**config.mk**
```make
export PLATFORM = sky130hd
export DESIGN_NAME = demux_1_4_32_reg_flat
export DESIGN_NICKNAME = d
export VERILOG_FILES = /design/src/rtl/demux_1_4_32_reg_pkg.sv /design/src/rtl/demux_1_4_32_reg_if.sv /design/src/rtl/demux_1_4_32_reg_chan_reg.sv /design/src/rtl/demux_1_4_32_reg.sv /design/src/flat_wrapper.sv
export SDC_FILE = /design/constraint.sdc
export NUM_CORES = 1
export LEC_CHECK = 0
export ABC_AREA = 1
export CAP_MARGIN = 10
export CORE_ASPECT_RATIO = 0.8
export CORE_UTILIZATION = 34
export DETAILED_ROUTE_END_ITERATION = 10
export PLACE_DENSITY = 0.61
export SLEW_MARGIN = 20
export SYNTH_ARGS = -nofsm -noshare
export SYNTH_HDL_FRONTEND = slang
export SYNTH_SLANG_ARGS = --single-unit
```
**constraint.sdc**
```tcl
create_clock -name clk -period 1.6 [get_ports clk]
set_clock_uncertainty 0.15 [all_clocks]
set_input_delay 0.4 -clock clk [delete_from_list [all_inputs] [get_ports clk]]
set_output_delay 0.4 -clock clk [all_outputs]
set_load 0.02 [all_outputs]
```
**src/rtl/demux_1_4_32_reg_pkg.sv**
```systemverilog
// -----------------------------------------------------------------------------
// demux_1_4_32_reg_pkg
// Shared constants and types for the registered 1-to-4 demultiplexer.
//   DW_DEF  : default data width of the input and every output channel
//   CW_DEF  : default width of each per-channel beat counter
//   NUM_CH  : number of output channels
//   SEL_W   : width of the channel select
//   chan_idx_t : channel index type used for in_sel
// -----------------------------------------------------------------------------
package demux_1_4_32_reg_pkg;

  localparam int DW_DEF = 32;
  localparam int CW_DEF = 16;
  localparam int NUM_CH = 4;
  localparam int SEL_W  = 2;

  typedef logic [SEL_W-1:0] chan_idx_t;

endpackage

```
**src/rtl/demux_1_4_32_reg_if.sv**
```systemverilog
// -----------------------------------------------------------------------------
// demux_1_4_32_reg_if
// Bus bundle for the 1-to-4 demultiplexer: one valid/ready input stream and
// four valid/ready output channels plus the per-channel beat counters.
//   in_data/in_sel/in_valid/in_ready : producer-side stream
//   out_data_0..3/out_valid/out_ready : consumer-side channels
//   beat_cnt_0..3                     : accepted beats per channel (debug)
// Modports:
//   slave  : the demultiplexer itself
//   master : the producer/consumer environment around it
// -----------------------------------------------------------------------------
interface demux_1_4_32_reg_if
  import demux_1_4_32_reg_pkg::*;
#(
  parameter int DW = DW_DEF,
  parameter int CW = CW_DEF
) ();

  logic [DW-1:0]     in_data;
  chan_idx_t         in_sel;
  logic              in_valid;
  logic              in_ready;

  logic [DW-1:0]     out_data_0;
  logic [DW-1:0]     out_data_1;
  logic [DW-1:0]     out_data_2;
  logic [DW-1:0]     out_data_3;
  logic [NUM_CH-1:0] out_valid;
  logic [NUM_CH-1:0] out_ready;

  logic [CW-1:0]     beat_cnt_0;
  logic [CW-1:0]     beat_cnt_1;
  logic [CW-1:0]     beat_cnt_2;
  logic [CW-1:0]     beat_cnt_3;

  modport slave (
    input  in_data, in_sel, in_valid, out_ready,
    output in_ready, out_data_0, out_data_1, out_data_2, out_data_3,
           out_valid, beat_cnt_0, beat_cnt_1, beat_cnt_2, beat_cnt_3
  );

  modport master (
    output in_data, in_sel, in_valid, out_ready,
    input  in_ready, out_data_0, out_data_1, out_data_2, out_data_3,
           out_valid, beat_cnt_0, beat_cnt_1, beat_cnt_2, beat_cnt_3
  );

endinterface

```
**src/rtl/demux_1_4_32_reg_chan_reg.sv**
```systemverilog
// -----------------------------------------------------------------------------
// demux_chan_reg
// One-entry holding register for a single output channel, with its own
// valid flag and beat counter.
//   clk, rst_n : clock, asynchronous active-low reset
//   flush      : synchronous clear of the valid flag (data/counter kept)
//   load       : accept load_data into the register this edge
//   drain      : consumer ready for this channel
//   load_data  : word to capture on load
//   data_q     : held word (stale while valid_q=0)
//   valid_q    : register full
//   cnt_q      : beats loaded since reset, wraps modulo 2^CW
// -----------------------------------------------------------------------------
module demux_chan_reg #(
  parameter int DW = 32,
  parameter int CW = 16
) (
  input  logic          clk,
  input  logic          rst_n,
  input  logic          flush,
  input  logic          load,
  input  logic          drain,
  input  logic [DW-1:0] load_data,
  output logic [DW-1:0] data_q,
  output logic          valid_q,
  output logic [CW-1:0] cnt_q
);

  // A load wins over a drain on the same edge, so a channel streaming at
  // full rate keeps valid high while its word is replaced every cycle.
  always_ff @(posedge clk or negedge rst_n) begin
    if (!rst_n) begin
      data_q  <= '0;
      valid_q <= 1'b0;
      cnt_q   <= '0;
    end else if (flush) begin
      valid_q <= 1'b0;
    end else if (load) begin
      data_q  <= load_data;
      valid_q <= 1'b1;
      cnt_q   <= cnt_q + CW'(1);
    end else if (drain) begin
      valid_q <= 1'b0;
    end
  end

endmodule

```
**src/rtl/demux_1_4_32_reg.sv**
```systemverilog
// -----------------------------------------------------------------------------
// demux_1_4_32_reg
// Registered 1-to-4 demultiplexer. A single valid/ready input stream is
// steered by in_sel into one of four channel registers, each with its own
// valid/ready handshake so a stalled consumer only blocks its own traffic.
//   clk, rst_n : clock, asynchronous active-low reset
//   enable     : 1 = input may be accepted; held words drain regardless
//   flush      : clears all channel valids next edge, blocks accept
//   bus        : demux_1_4_32_reg_if.slave (stream, channels, counters)
// -----------------------------------------------------------------------------
module demux_1_4_32_reg
  import demux_1_4_32_reg_pkg::*;
#(
  parameter int DW = DW_DEF,
  parameter int CW = CW_DEF
) (
  input  logic                clk,
  input  logic                rst_n,
  input  logic                enable,
  input  logic                flush,
  demux_1_4_32_reg_if.slave   bus
);

  logic [NUM_CH-1:0] valid_q;
  logic [NUM_CH-1:0] load;
  logic [DW-1:0]     data_q [NUM_CH];
  logic [CW-1:0]     cnt_q  [NUM_CH];
  logic              sel_free;
  logic              in_ready;
  logic              accept;

  // The addressed channel can take a beat if it is empty or is being
  // drained on this same edge. in_ready is forced low during reset.
  always_comb begin
    sel_free = !valid_q[bus.in_sel] || bus.out_ready[bus.in_sel];
    in_ready = rst_n && enable && !flush && sel_free;
    accept   = bus.in_valid && in_ready;
  end

  always_comb begin
    load = '0;
    for (int k = 0; k < NUM_CH; k++) begin
      load[k] = accept && (bus.in_sel == chan_idx_t'(k));
    end
  end

  for (genvar k = 0; k < NUM_CH; k++) begin : g_chan
    demux_chan_reg #(
      .DW(DW),
      .CW(CW)
    ) u_chan (
      .clk       (clk),
      .rst_n     (rst_n),
      .flush     (flush),
      .load      (load[k]),
      .drain     (bus.out_ready[k]),
      .load_data (bus.in_data),
      .data_q    (data_q[k]),
      .valid_q   (valid_q[k]),
      .cnt_q     (cnt_q[k])
    );
  end

  assign bus.in_ready   = in_ready;
  assign bus.out_valid  = valid_q;
  assign bus.out_data_0 = data_q[0];
  assign bus.out_data_1 = data_q[1];
  assign bus.out_data_2 = data_q[2];
  assign bus.out_data_3 = data_q[3];
  assign bus.beat_cnt_0 = cnt_q[0];
  assign bus.beat_cnt_1 = cnt_q[1];
  assign bus.beat_cnt_2 = cnt_q[2];
  assign bus.beat_cnt_3 = cnt_q[3];

endmodule

```
**src/flat_wrapper.sv**
```systemverilog
// flat-port wrapper written by rule: the top's interface ports become plain ports
module demux_1_4_32_reg_flat import demux_1_4_32_reg_pkg::*;
#(
  parameter int DW = DW_DEF,
  parameter int CW = CW_DEF
)
  (clk, rst_n, enable, flush, bus_in_data, bus_in_sel, bus_in_valid, bus_out_ready, bus_in_ready, bus_out_data_0, bus_out_data_1, bus_out_data_2, bus_out_data_3, bus_out_valid, bus_beat_cnt_0, bus_beat_cnt_1, bus_beat_cnt_2, bus_beat_cnt_3);
  demux_1_4_32_reg_if #(.DW(DW), .CW(CW)) bus_i ();
  input  logic clk;
  input  logic rst_n;
  input  logic enable;
  input  logic flush;
  input wire logic [$bits(bus_i.in_data)-1:0] bus_in_data;
  input wire logic [$bits(bus_i.in_sel)-1:0] bus_in_sel;
  input wire logic [$bits(bus_i.in_valid)-1:0] bus_in_valid;
  input wire logic [$bits(bus_i.out_ready)-1:0] bus_out_ready;
  output wire logic [$bits(bus_i.in_ready)-1:0] bus_in_ready;
  output wire logic [$bits(bus_i.out_data_0)-1:0] bus_out_data_0;
  output wire logic [$bits(bus_i.out_data_1)-1:0] bus_out_data_1;
  output wire logic [$bits(bus_i.out_data_2)-1:0] bus_out_data_2;
  output wire logic [$bits(bus_i.out_data_3)-1:0] bus_out_data_3;
  output wire logic [$bits(bus_i.out_valid)-1:0] bus_out_valid;
  output wire logic [$bits(bus_i.beat_cnt_0)-1:0] bus_beat_cnt_0;
  output wire logic [$bits(bus_i.beat_cnt_1)-1:0] bus_beat_cnt_1;
  output wire logic [$bits(bus_i.beat_cnt_2)-1:0] bus_beat_cnt_2;
  output wire logic [$bits(bus_i.beat_cnt_3)-1:0] bus_beat_cnt_3;
  assign bus_i.in_data = bus_in_data;
  assign bus_i.in_sel = bus_in_sel;
  assign bus_i.in_valid = bus_in_valid;
  assign bus_i.out_ready = bus_out_ready;
  assign bus_in_ready = bus_i.in_ready;
  assign bus_out_data_0 = bus_i.out_data_0;
  assign bus_out_data_1 = bus_i.out_data_1;
  assign bus_out_data_2 = bus_i.out_data_2;
  assign bus_out_data_3 = bus_i.out_data_3;
  assign bus_out_valid = bus_i.out_valid;
  assign bus_beat_cnt_0 = bus_i.beat_cnt_0;
  assign bus_beat_cnt_1 = bus_i.beat_cnt_1;
  assign bus_beat_cnt_2 = bus_i.beat_cnt_2;
  assign bus_beat_cnt_3 = bus_i.beat_cnt_3;
  demux_1_4_32_reg #(.DW(DW), .CW(CW)) u_core (.clk(clk), .rst_n(rst_n), .enable(enable), .flush(flush), .bus(bus_i));
endmodule
```
==> results.txt <==
The run finished, with violations left. The checks that failed: negative hold slack, negative setup slack. The residual DRC count came out at 0.

The share of total power dissipated in the clock network is 0.315. STA puts the critical path data arrival time at between 2 and 2.5 ns. The shortest clock period the worst path allows after layout came out at 1.95 ns. Dividing the detail-routed wire length by the instance count gives roughly 17 um. The HPWL after detailed placement is approximately 19 mm. The initial antenna violation count came out at 1. The headroom to the max-slew limit came out at 0.578.

Setup repair after global routing could not meet its margin everywhere. STA classifies the critical path startpoint as a flip-flop. The number of nets with antenna violations after routing is 0. The remaining global-route overflow is 0. The die outline height came out at around 150 um. In this run, placement finished with an instance count of around 1800.

The met3 wire length came out at 2.42 mm. Of the total power, the share spent switching nets is 0.328. The number of placed I/O pins came out at 240. The share of post-route cells with drive strength above 1 came out at 0.398.

In this run the standard cell core region covers around 0.026 mm^2. The setup TNS came out at -55.18 ns. The worst supply voltage drop on vdd is 644 uV.

The via density per instance came out at ~4.6. The buffer depth of the longest clock path is 2. The cell internal power dissipation came out at between 8 and 9 mW. The post-synthesis instance total came out at 1118. The final count of negative-setup-slack endpoints is 200. The largest net degree at the start of global routing came out at 112. TritonCTS built the clock tree.

For the pin with the worst max-slew slack, the measured transition is 0.632 ns. The non-filler instance count after layout is 1854. The count of final max-slew check failures came out at 0.

The routed layout has 8552 vias. The setup slack of the most critical reg-to-reg path came out at -0.35 ns. The count of input and output buffers is 239. The critical path in this run is classified as reg2reg.

The number of maximum-capacitance violations came out at 0. STA classifies the critical path endpoint as a flip-flop. The fmax is 0.512 GHz. The final period utilization came out at 1.22.

During synthesis, Yosys emitted a total of 0 warnings. The tree is rooted in a clkbuf_16. The total placed instance area is 0.0124 mm^2. The via count of the first global-routing pass came out at ~8200. The number of sinks handled by clock tree synthesis is 196. The number of failing hold endpoints at the final stage is 28. The number of levels the H-tree was split into came out at 4. The first global-routing pass estimated 48.1 mm of wire. The final hold slack came out at -0.122 ns.

The detailed router finished its first iteration with between 500 and 600 violations. The number of buffers inserted during clock tree synthesis came out at 17. The share of total power dissipated in sequential elements is 0.456. The floorplan die width came out at 183 um. The post-synthesis cell area is around 0.0089 mm^2. The weighted congestion at the end of routability-driven global placement came out at 0.877. The synthesis-to-layout area growth is 54.9%. By area the synthesized netlist is led by dfrtp_1 (55%), nand2_1 (28%), xor2_1 (2.8%), xnor2_1 (2.0%), nor2_1 (1.9%). The per-instance average area after synthesis came out at 8.00 um^2. The final non-filler cell area came out at ~0.014 mm^2. The wire length after detailed routing came out at around 32 mm. The endpoint required time on the critical path came out at 1.82 ns.

The detailed-routed wire length on met2 came out at about 14 mm. The starting density of the core is 0.350. The sequential-to-total area share from yosys stat came out at 0.548.

For this design the total switching power over the nets is 4.33 mW. The path category of the worst min-delay check is in2async. Along the worst path, the maximum fanout reaches 6. The global routing usage summed across all routing layers is 0.236. The synthesized netlist contains 23 unique library cells.

The floorplan has 52 rows. Once routing completed, OpenROAD measured the worst setup slack at -0.354 ns. The total power per unit cell area came out at about 950 mW/mm^2.

Routed signal wires occupy layers up through met4. The library cell with the largest summed area after synthesis is dfrtp_1. The count of state elements after synthesis is around 200. The leakage power of the design is roughly 7.8 nW. The source-to-sink clock delay at the later pin of the worst-skew pair came out at ~0.43 ns. The area share of the largest cell type after synthesis is 0.548.

The total routed wire length on the met1 layer came out at between 10 and 15 mm. The total die area came out at about 0.027 mm^2. After clock tree synthesis, the clock-pin slew on the worst setup and hold paths is around 0.070 ns. For this run, the post-layout net count is 1537.

The number of nets produced by synthesis came out at ~1200. The fraction of power consumed by combinational cells came out at 0.228. The length of the first detailed-routing pass in iterations is 5.
## cell usage after synthesis
cell type,instances
nor3_1,16
a21boi_0,1
nand2_4,1
xnor2_1,20
ha_1,4
o21ai_1,1
nor2_2,2
nand4_1,7
nand4_2,2
inv_1,41
nand3_1,31
clkbuf_1,13
nor2_1,46
buf_2,12
dfrtp_1,196
nand2_1,664
buf_6,12
buf_4,9
nand3_4,1
inv_2,2
xor2_1,29
nor2_4,4
o21ai_0,4
## layout by cell type (no fill, tap or decap), types with 2 or more instances in the layout
master           instances
buf_4                   91
dfrtp_1                192
nor2_1                  45
nor3_1                  13
nand2_1                478
xor2_1                  29
clkbuf_16               24
nand2_4                 45
dfrtp_2                  4
clkbuf_1                 2
buf_6                   39
buf_8                    8
nand4_1                  7
buf_16                  10
nand2_2                142
buf_12                  23
xnor2_1                 20
buf_2                  179
dlygate4sd2_1            4
nor3_2                   3
inv_6                    4
clkdlybuf4s15_2          2
nor2_4                   6
clkinvlp_4               4
clkinv_4                 2
clkdlybuf4s50_1         35
ha_1                     4
o21ai_0                  4
nand4_4                  2
nand3_1                 30
inv_1                   41
## through the flow
step	util	hold WS (ns)	setup slack [ns]	power, mW
CTS	0.513	-0.123	-0.300	13.2
global placement	0.484	0.303	-1.10	9.44
global route	0.542	-0.100	-0.453	13.8
finish	0.542	-0.122	-0.354	13.2
floorplan	-	-0.0456	-0.109	7.51
detailed placement	0.484	0.312	-1.12	9.49
## metal layers
layer / up-vias / GRT usage
met5: - / 0
met4: 0 / 0.0546
met3: 29 / 0.0687
met2: 265 / 0.354
met1: 4099 / 0.334
li1: 4159 / -
## cells by family (layout without fill, tap and decap cells)
logic type / Yosys count / count (layout) / synth area share
xor gates and xnor gates: 49 / 49 / 0.0480
buffers and inverters: 89 / 473 / 0.0529
adders and majority gates: 4 / 4 / 0.00560
AOI/OAI and AO/OA: 6 / 6 / 0.00364
other: 0 / 1 / 0
DFF: 196 / 196 / 0.548
and+or+nand+nor: 774 / 774 / 0.342
## final timing paths
| check | end | startpoint | depth (start not counted) |
|---|---|---|---|
| setup / recovery | u_core.g_chan[2].u_chan.data_q[10]$_DFFE_PN0P_ | u_core.g_chan[0].u_chan.valid_q$_DFFE_PN0P_ | 13 |
| hold / removal | u_core.g_chan[3].u_chan.cnt_q[5]$_DFFE_PN0P_ | rst_n | 2 |
| setup reg to reg | u_core.g_chan[2].u_chan.data_q[10]$_DFFE_PN0P_ | u_core.g_chan[0].u_chan.valid_q$_DFFE_PN0P_ | 13 |
| hold reg to reg | u_core.g_chan[1].u_chan.data_q[27]$_DFFE_PN0P_ | u_core.g_chan[1].u_chan.data_q[27]$_DFFE_PN0P_ | 2 |
| max in group asynchronous | u_core.g_chan[2].u_chan.data_q[6]$_DFFE_PN0P_ | rst_n | 3 |
| min in group clk | u_core.g_chan[2].u_chan.valid_q$_DFFE_PN0P_ | bus_out_ready[2] | 2 |
## power groups by stage
stage	clock network [mW]	logic (mW)	registers (mW)
floorplan	0	0.635	6.87
global placement	0	3.35	6.09
detailed placement	0	3.40	6.09
CTS	4.29	2.93	6.00
global route	4.45	3.26	6.10
finish	4.17	3.02	6.03
## state kept, by name, summed over array words and instances, names as in the netlist
name                          flops
u_core.g_chan.u_chan.cnt_q       64
u_core.g_chan.u_chan.data_q     128
u_core.g_chan.u_chan.valid_q      4
## worst max-delay path, stage by stage (launching register included)
cell	delay [ns]
dfrtp_1	0.40
nand2_1	0.09
nand2_1	0.06
nand2_1	0.07
nand2_2	0.07
buf_6	0.12
nand2_4	0.07
nand3_4	0.11
buf_6	0.15
nor2_4	0.18
buf_12	0.16
buf_8	0.14
nand2_1	0.06
nand2_1	0.07
## layout make-up
cell class | instances | area, um^2
repair buffers | 399 | 3470
fillers | 2379 | 11700
flip-flops and latches | 196 | 4910
well taps | 351 | 439
diodes | 1 | 2.50
inverters | 43 | 164
clock buffers | 19 | 433
clock inverters | 12 | 124
multi-input cells | 833 | 4310
## repair_timing
item / in CTS / in global routing
endpoints found under the hold margin: 28 / 28
cloned: 21 / 8
resized for setup: 892 / 250
endpoints found under the setup margin: 393 / 211
buffers inserted: 39 / 7
pin swaps: 22 / 88
(Power assumes the default switching activity.)
==> variant 1: new RTL, same flow settings <==
Set the package constant `SEL_W` to 3 (it was 2).
--- a/src/rtl/demux_1_4_32_reg_pkg.sv
+++ b/src/rtl/demux_1_4_32_reg_pkg.sv
@@ -14,3 +14,3 @@
   localparam int NUM_CH = 4;
-  localparam int SEL_W  = 2;
+  localparam int SEL_W  = 3;
 
Interface: changed (resized bus_in_sel); port bits go from 240 to 241. The function was not compared with the original's and may differ.
==> variant 1 against the unedited design <==
- the flow finishes with violations (setup timing)
- design area shrank 1.1%
- first-iteration DRC count is 13% lower
- worst hold slack gained 0.17 ns
- area after synthesis down 0.55%
- die area decreased by 0.54%
- sequential cell count stayed put
- routed wire length fell by 0.32%
- synthesized cell count increased by 0.45%
- setup slack lost 0.031 ns
- power down 5.8%
- sequential share of layout area is 0.42 points higher
- critical endpoint is now u_core.g_chan[2].u_chan.data_q[23]$_DFFE_PN0P_
- largest cell class unchanged
==> variant 1: results (changes against the unedited design) <==
* Outcome: complete, but fails checks
* Violations in the final reports: setup timing
* Cells after DPL at 1768 (+0.34%)
* Antenna fix cells at 0 (-1)
* Routed length per instance at 17.0 um (-1.0%)
* Maximum vdd drop at 0.000777 V (+21%)
* IO buf count at 240 (+0.42%)
* Class of the worst hold path: in -> reg
* Vias in the first global route at 8247 (-0.012%)
* Normalized max-slew margin at 0.417 (-0.162)
* Reg2reg end: u_core.g_chan[2].u_chan.data_q[23]$_DFFE_PN0P_
* Largest registers: u_core.g_chan.u_chan.data_q x128, u_core.g_chan.u_chan.cnt_q x64, u_core.g_chan.u_chan.valid_q x4
* Fraction of layout cells with a size suffix above 1 at 0.356 (-0.0426)
* Metal1 wirelength at 14.7 mm (-0.47%)
* Router iterations before antenna repair at 5 (unchanged)
* Worst setup margin at -0.384 ns (-0.0307 ns)
* Pre-CTS WS at -1.04 ns (+0.0778 ns)
* Start point of the worst min-delay path: bus_out_ready[0]
* Highest fanout seen on the critical path at 7 (+1)
* Number of DRC markers in iteration 0 at 501 (-13%)
* CP Data Arrival Time at 2.20 ns (+0.03 ns)
* Mean cell area of the mapped netlist at 7.92 um2 (-0.99%)
* CP delay by family, top: simple AND/OR/NAND/NOR gates
* Sequential area share after synthesis at 0.551 (+0.00301)
* Synthesis Warnings at 0 (unchanged)
* Wire length of the first global-routing pass at 46.7 mm (-2.9%)
* Most frequent cells after synthesis: sky130_fd_sc_hd__nand2_1 (665), sky130_fd_sc_hd__dfrtp_1 (196), sky130_fd_sc_hd__inv_1 (46)
* Leading post-synthesis cells by cell area: sky130_fd_sc_hd__dfrtp_1 (55%), sky130_fd_sc_hd__nand2_1 (28%), sky130_fd_sc_hd__xor2_1 (3.1%)
* Met2 wire length at 14.2 mm (-1.0%)
* P_leak at 7.61 nW (-3.0%)
* Max stage delay cell, worst path: sky130_fd_sc_hd__dfrtp_1
* Met3 wire length at 2.65 mm (+9.6%)
* Hold slack at 0.0464 ns (+0.168 ns)
* Number of flip-flops in the largest register at 128 (unchanged)
* Total wire length after detailed routing at 31.8 mm (-0.32%)
* Final Net Count at 1551 (+0.91%)
* Total negative slack for setup checks at -63.49 ns (-8.31 ns)
* Number of buffers created by CTS at 17 (unchanged)
* Number of distinct library cells after synthesis at 21 (-8.7%)
* Routability Congestion at 0.885 (+0.97%)
* Terminating pin of the worst hold path: u_core.g_chan[0].u_chan.valid_q$_DFFE_PN0P_
* Maximum number of pins on one net before global-route repair at 125 (+12%)
* Critical Path Max Stage Delay at 0.40 ns (about the same)
* Number of nets produced by synthesis at 1171 (+0.52%)
* Number of levels the H-tree was split into at 4 (unchanged)
* Antenna violations before repair at 0 (-1)
* Final HPWL DP at 18.9 mm (-0.39%)
* Total track usage at 0.227 (-0.00844)
* Placed cell areas at 12400 um2 (+0.10%)
* Finish-stage setup viols at 201 (+0.50%)
* Detailed-route vias per instance at 4.63 (+0.44%)
* Top Layer Used: met4
variant 1: changes by cell type after synthesis, sizes merged, moves of 2 or more:
cell | unedited run | this run
inv | 43 | 47
nor2 | 52 | 48
nand4 | 9 | 11
nor3 | 16 | 21
xor2 | 29 | 31
xnor2 | 20 | 17
variant 1: cell type report:
type	instances	area [um2]
inverters	47	176
repair buffers	405	3480
well taps	351	439
clock buffers	17	425
fillers	2434	11800
flip-flops and latches	196	4910
multi-input cells	836	4080
clock inverters	15	195
variant 1: worst reg2reg max path: stages, from the launching register on:
cell	delay (ns)
sky130_fd_sc_hd__dfrtp_1	0.40
sky130_fd_sc_hd__nand2_1	0.07
sky130_fd_sc_hd__nand2_1	0.05
sky130_fd_sc_hd__nand2_1	0.09
sky130_fd_sc_hd__nand2_2	0.09
sky130_fd_sc_hd__buf_6	0.13
sky130_fd_sc_hd__nand2_8	0.07
sky130_fd_sc_hd__nand3_4	0.11
sky130_fd_sc_hd__buf_12	0.16
sky130_fd_sc_hd__nor2_4	0.10
sky130_fd_sc_hd__buf_12	0.17
sky130_fd_sc_hd__clkbuf_16	0.19
sky130_fd_sc_hd__nand2_2	0.05
sky130_fd_sc_hd__nand2_1	0.06
variant 1: how the worst max path moves through the flow:
stage / startpoint / to / slack, ns / cells after the start
final: u_core.g_chan[0].u_chan.valid_q$_DFFE_PN0P_ / u_core.g_chan[2].u_chan.data_q[23]$_DFFE_PN0P_ / -0.38 / 13
after global routing: u_core.g_chan[0].u_chan.valid_q$_DFFE_PN0P_ / u_core.g_chan[2].u_chan.data_q[23]$_DFFE_PN0P_ / -0.49 / 13
after CTS: bus_in_sel[0] / bus_in_ready / -0.30 / 7
after detailed placement: bus_in_sel[0] / bus_in_ready / -1.04 / 8
after global placement: bus_in_sel[0] / bus_in_ready / -1.04 / 8
after floorplan: u_core.g_chan[1].u_chan.cnt_q[1]$_DFFE_PN0P_ / u_core.g_chan[1].u_chan.cnt_q[12]$_DFFE_PN0P_ / 0.001 / 7
variant 1: repair_timing:
item,CTS,global route
setup buffers,22,27
pin swaps,6,69
cloned,11,12
endpoints found under the hold margin,5,0
setup endpoints to repair,393,390
hold buffers,1,0
resized for setup,285,630
variant 1: routing by layer:
metal  vias to the layer above  GRT usage
met5                         -          0
met4                         0     0.0388
met3                        18     0.0681
met2                       265      0.349
met1                      4176      0.319
li1                       4191          -
variant 1: cell families after synthesis:
group | after synthesis | share of synthesized area
buffers and inverters | 91 | 0.0502
and+or+nand+nor | 779 | 0.342
AOI/OAI and AO/OA | 5 | 0.00309
xor gates and xnor gates | 48 | 0.0473
DFF | 196 | 0.551
adders and majority gates | 4 | 0.00563
variant 1: where the power goes:
group	total, W	switching, W	internal, W
sequential	0.00571	0.000304	0.00540
clock	0.00448	0.00231	0.00216
combinational	0.00226	0.00139	0.000863
==> variant 2: new RTL, same settings <==
Made on the original files. Put a register stage on the output `bus.beat_cnt_3`, without a reset. The value now appears one clock later.
--- a/src/rtl/demux_1_4_32_reg.sv
+++ b/src/rtl/demux_1_4_32_reg.sv
@@ -72,3 +72,5 @@
   assign bus.beat_cnt_2 = cnt_q[2];
-  assign bus.beat_cnt_3 = cnt_q[3];
+  always_ff @(posedge clk) begin
+    bus.beat_cnt_3 <= cnt_q[3];
+  end
 
Check against the original RTL: not equivalent (Yosys sat finds a counterexample within 4 cycles, from zero or initial values and one cycle with rst_n low).
==> variant 2 against the unedited design <==
- the run ends with setup timing left
- clock power increased by 39%
- setup slack got worse by 0.042 ns
- power rose by 25%
- design area grew 18%
- sequential share of layout area down 3.4 points
- sequential cell count grew 16
- die area is 6.9% higher
- sequential power grew 9.1%
- utilization up 5.2 points
- routed wire length grew 7.0%
- area after synthesis rose by 7.0%
- critical path depth shrank 7
- largest power group unchanged
==> variant 2: results (changes against the unedited design) <==
* Vias in the first global route at 8376 (+1.6%)
* Antenna violations before repair at 0 (-1)
* Placed cell areas at 12700 um2 (+2.8%)
* Post-layout power at 0.0165 W (+25%)
* Routed via count at 8995 (+5.2%)
* Total count of hold-check failures in the final report at 0 (-100%)
* Cell Int Power at 0.0115 W (+29%)
* Number of distinct library cells after synthesis at 21 (-8.7%)
* Outcome: complete, but fails checks
* Largest registers: u_core.g_chan.u_chan.data_q x128, u_core.g_chan.u_chan.cnt_q x64, u_core.bus.beat_cnt_3 x16
* Pre-CTS WS at -1.00 ns (+0.117 ns)
* Total negative slack for setup checks at -58.27 ns (-3.09 ns)
* Leading post-synthesis cells by cell area: sky130_fd_sc_hd__dfrtp_1 (51%), sky130_fd_sc_hd__nand2_1 (26%), sky130_fd_sc_hd__buf_4 (5.3%)
* CP Data Arrival Time at 1.45 ns (-0.72 ns)
* Met2 wire length at 15.8 mm (+9.8%)
* Share of flip-flops with an asynchronous set or reset after synthesis at 0.925 (-0.0755)
* Startpoint of the lowest-slack register-to-register path: u_core.g_chan[3].u_chan.valid_q$_DFFE_PN0P_
* Violations in the final reports: setup timing
* Routability Congestion at 0.849 (-3.2%)
* Number of nets produced by synthesis at 1229 (+5.5%)
* Fill count at 2336 (-1.8%)
* Final Net Count at 1621 (+5.5%)
* GR Layer Usage met2 at 0.323 (-0.0311)
* Adder-Cell Fraction of Synth Area at 0.00523 (-0.000365)
* Post CTS Setup Buffer Count at 63 (+62%)
* Worst skew pair latency at 0.52 ns (+0.09 ns)
* Fraction of layout cells with a size suffix above 1 at 0.454 (+0.0560)
* Mapped Cells at 1182 (+5.7%)
* Cells after DPL at 1795 (+1.9%)
* Synth Area in Compound Gates at 0.00235 (-0.00128)
* P_leak at 8.98 nW (+14%)
* Routed length per instance at 17.4 um (+1.4%)
* Total track usage at 0.205 (-0.0303)
* Final HPWL DP at 18.4 mm (-2.8%)
* Antenna fix cells at 0 (-1)
* Maximum vdd drop at 0.000773 V (+20%)
* Sequential area share after synthesis at 0.546 (-0.00230)
* Detailed-route vias per instance at 4.60 (-0.30%)
* Worst setup margin at -0.395 ns (-0.0417 ns)
* Part of the total power dissipated in sequential elements at 0.398 (-0.058)
* Most frequent cells after synthesis: sky130_fd_sc_hd__nand2_1 (659), sky130_fd_sc_hd__dfrtp_1 (196), sky130_fd_sc_hd__buf_4 (68)
* Worst-Margin Slew at 0.897 ns (+0.265 ns)
* Number of DRC markers in iteration 0 at 434 (-25%)
* Area share of xor/xnor cells in the synthesized design at 0.0439 (-0.00405)
* Number of buffers created by CTS at 24 (+7)
* Met3 demand-to-capacity share in global routing at 0.0661 (-0.00260)
* Router iterations before antenna repair at 4 (-1)
* Finish-stage setup viols at 270 (+35%)
* Met3 wire length at 2.60 mm (+7.7%)
* Hold slack at 0.0167 ns (+0.139 ns)
-- variant 2: worst min-delay path by stage --
stage,start,to
after detailed placement,u_core.g_chan[3].u_chan.cnt_q[14]$_DFFE_PN0P_,u_core.bus.beat_cnt_3[14]$_DFF_P_
after CTS,rst_n,u_core.g_chan[0].u_chan.data_q[24]$_DFFE_PN0P_
after global placement,u_core.g_chan[3].u_chan.cnt_q[14]$_DFFE_PN0P_,u_core.bus.beat_cnt_3[14]$_DFF_P_
after global routing,rst_n,u_core.g_chan[1].u_chan.data_q[30]$_DFFE_PN0P_
final,rst_n,u_core.g_chan[1].u_chan.data_q[30]$_DFFE_PN0P_
after floorplan,rst_n,u_core.g_chan[0].u_chan.cnt_q[0]$_DFFE_PN0P_
-- variant 2: area by class of cell --
class	instances	share of cell area
multi-input combinational	829	0.282
tap	364	0.0279
inverter	47	0.0108
clock buffer	32	0.0444
clock inverter	12	0.00714
timing repair buffer	460	0.307
sequential	212	0.321
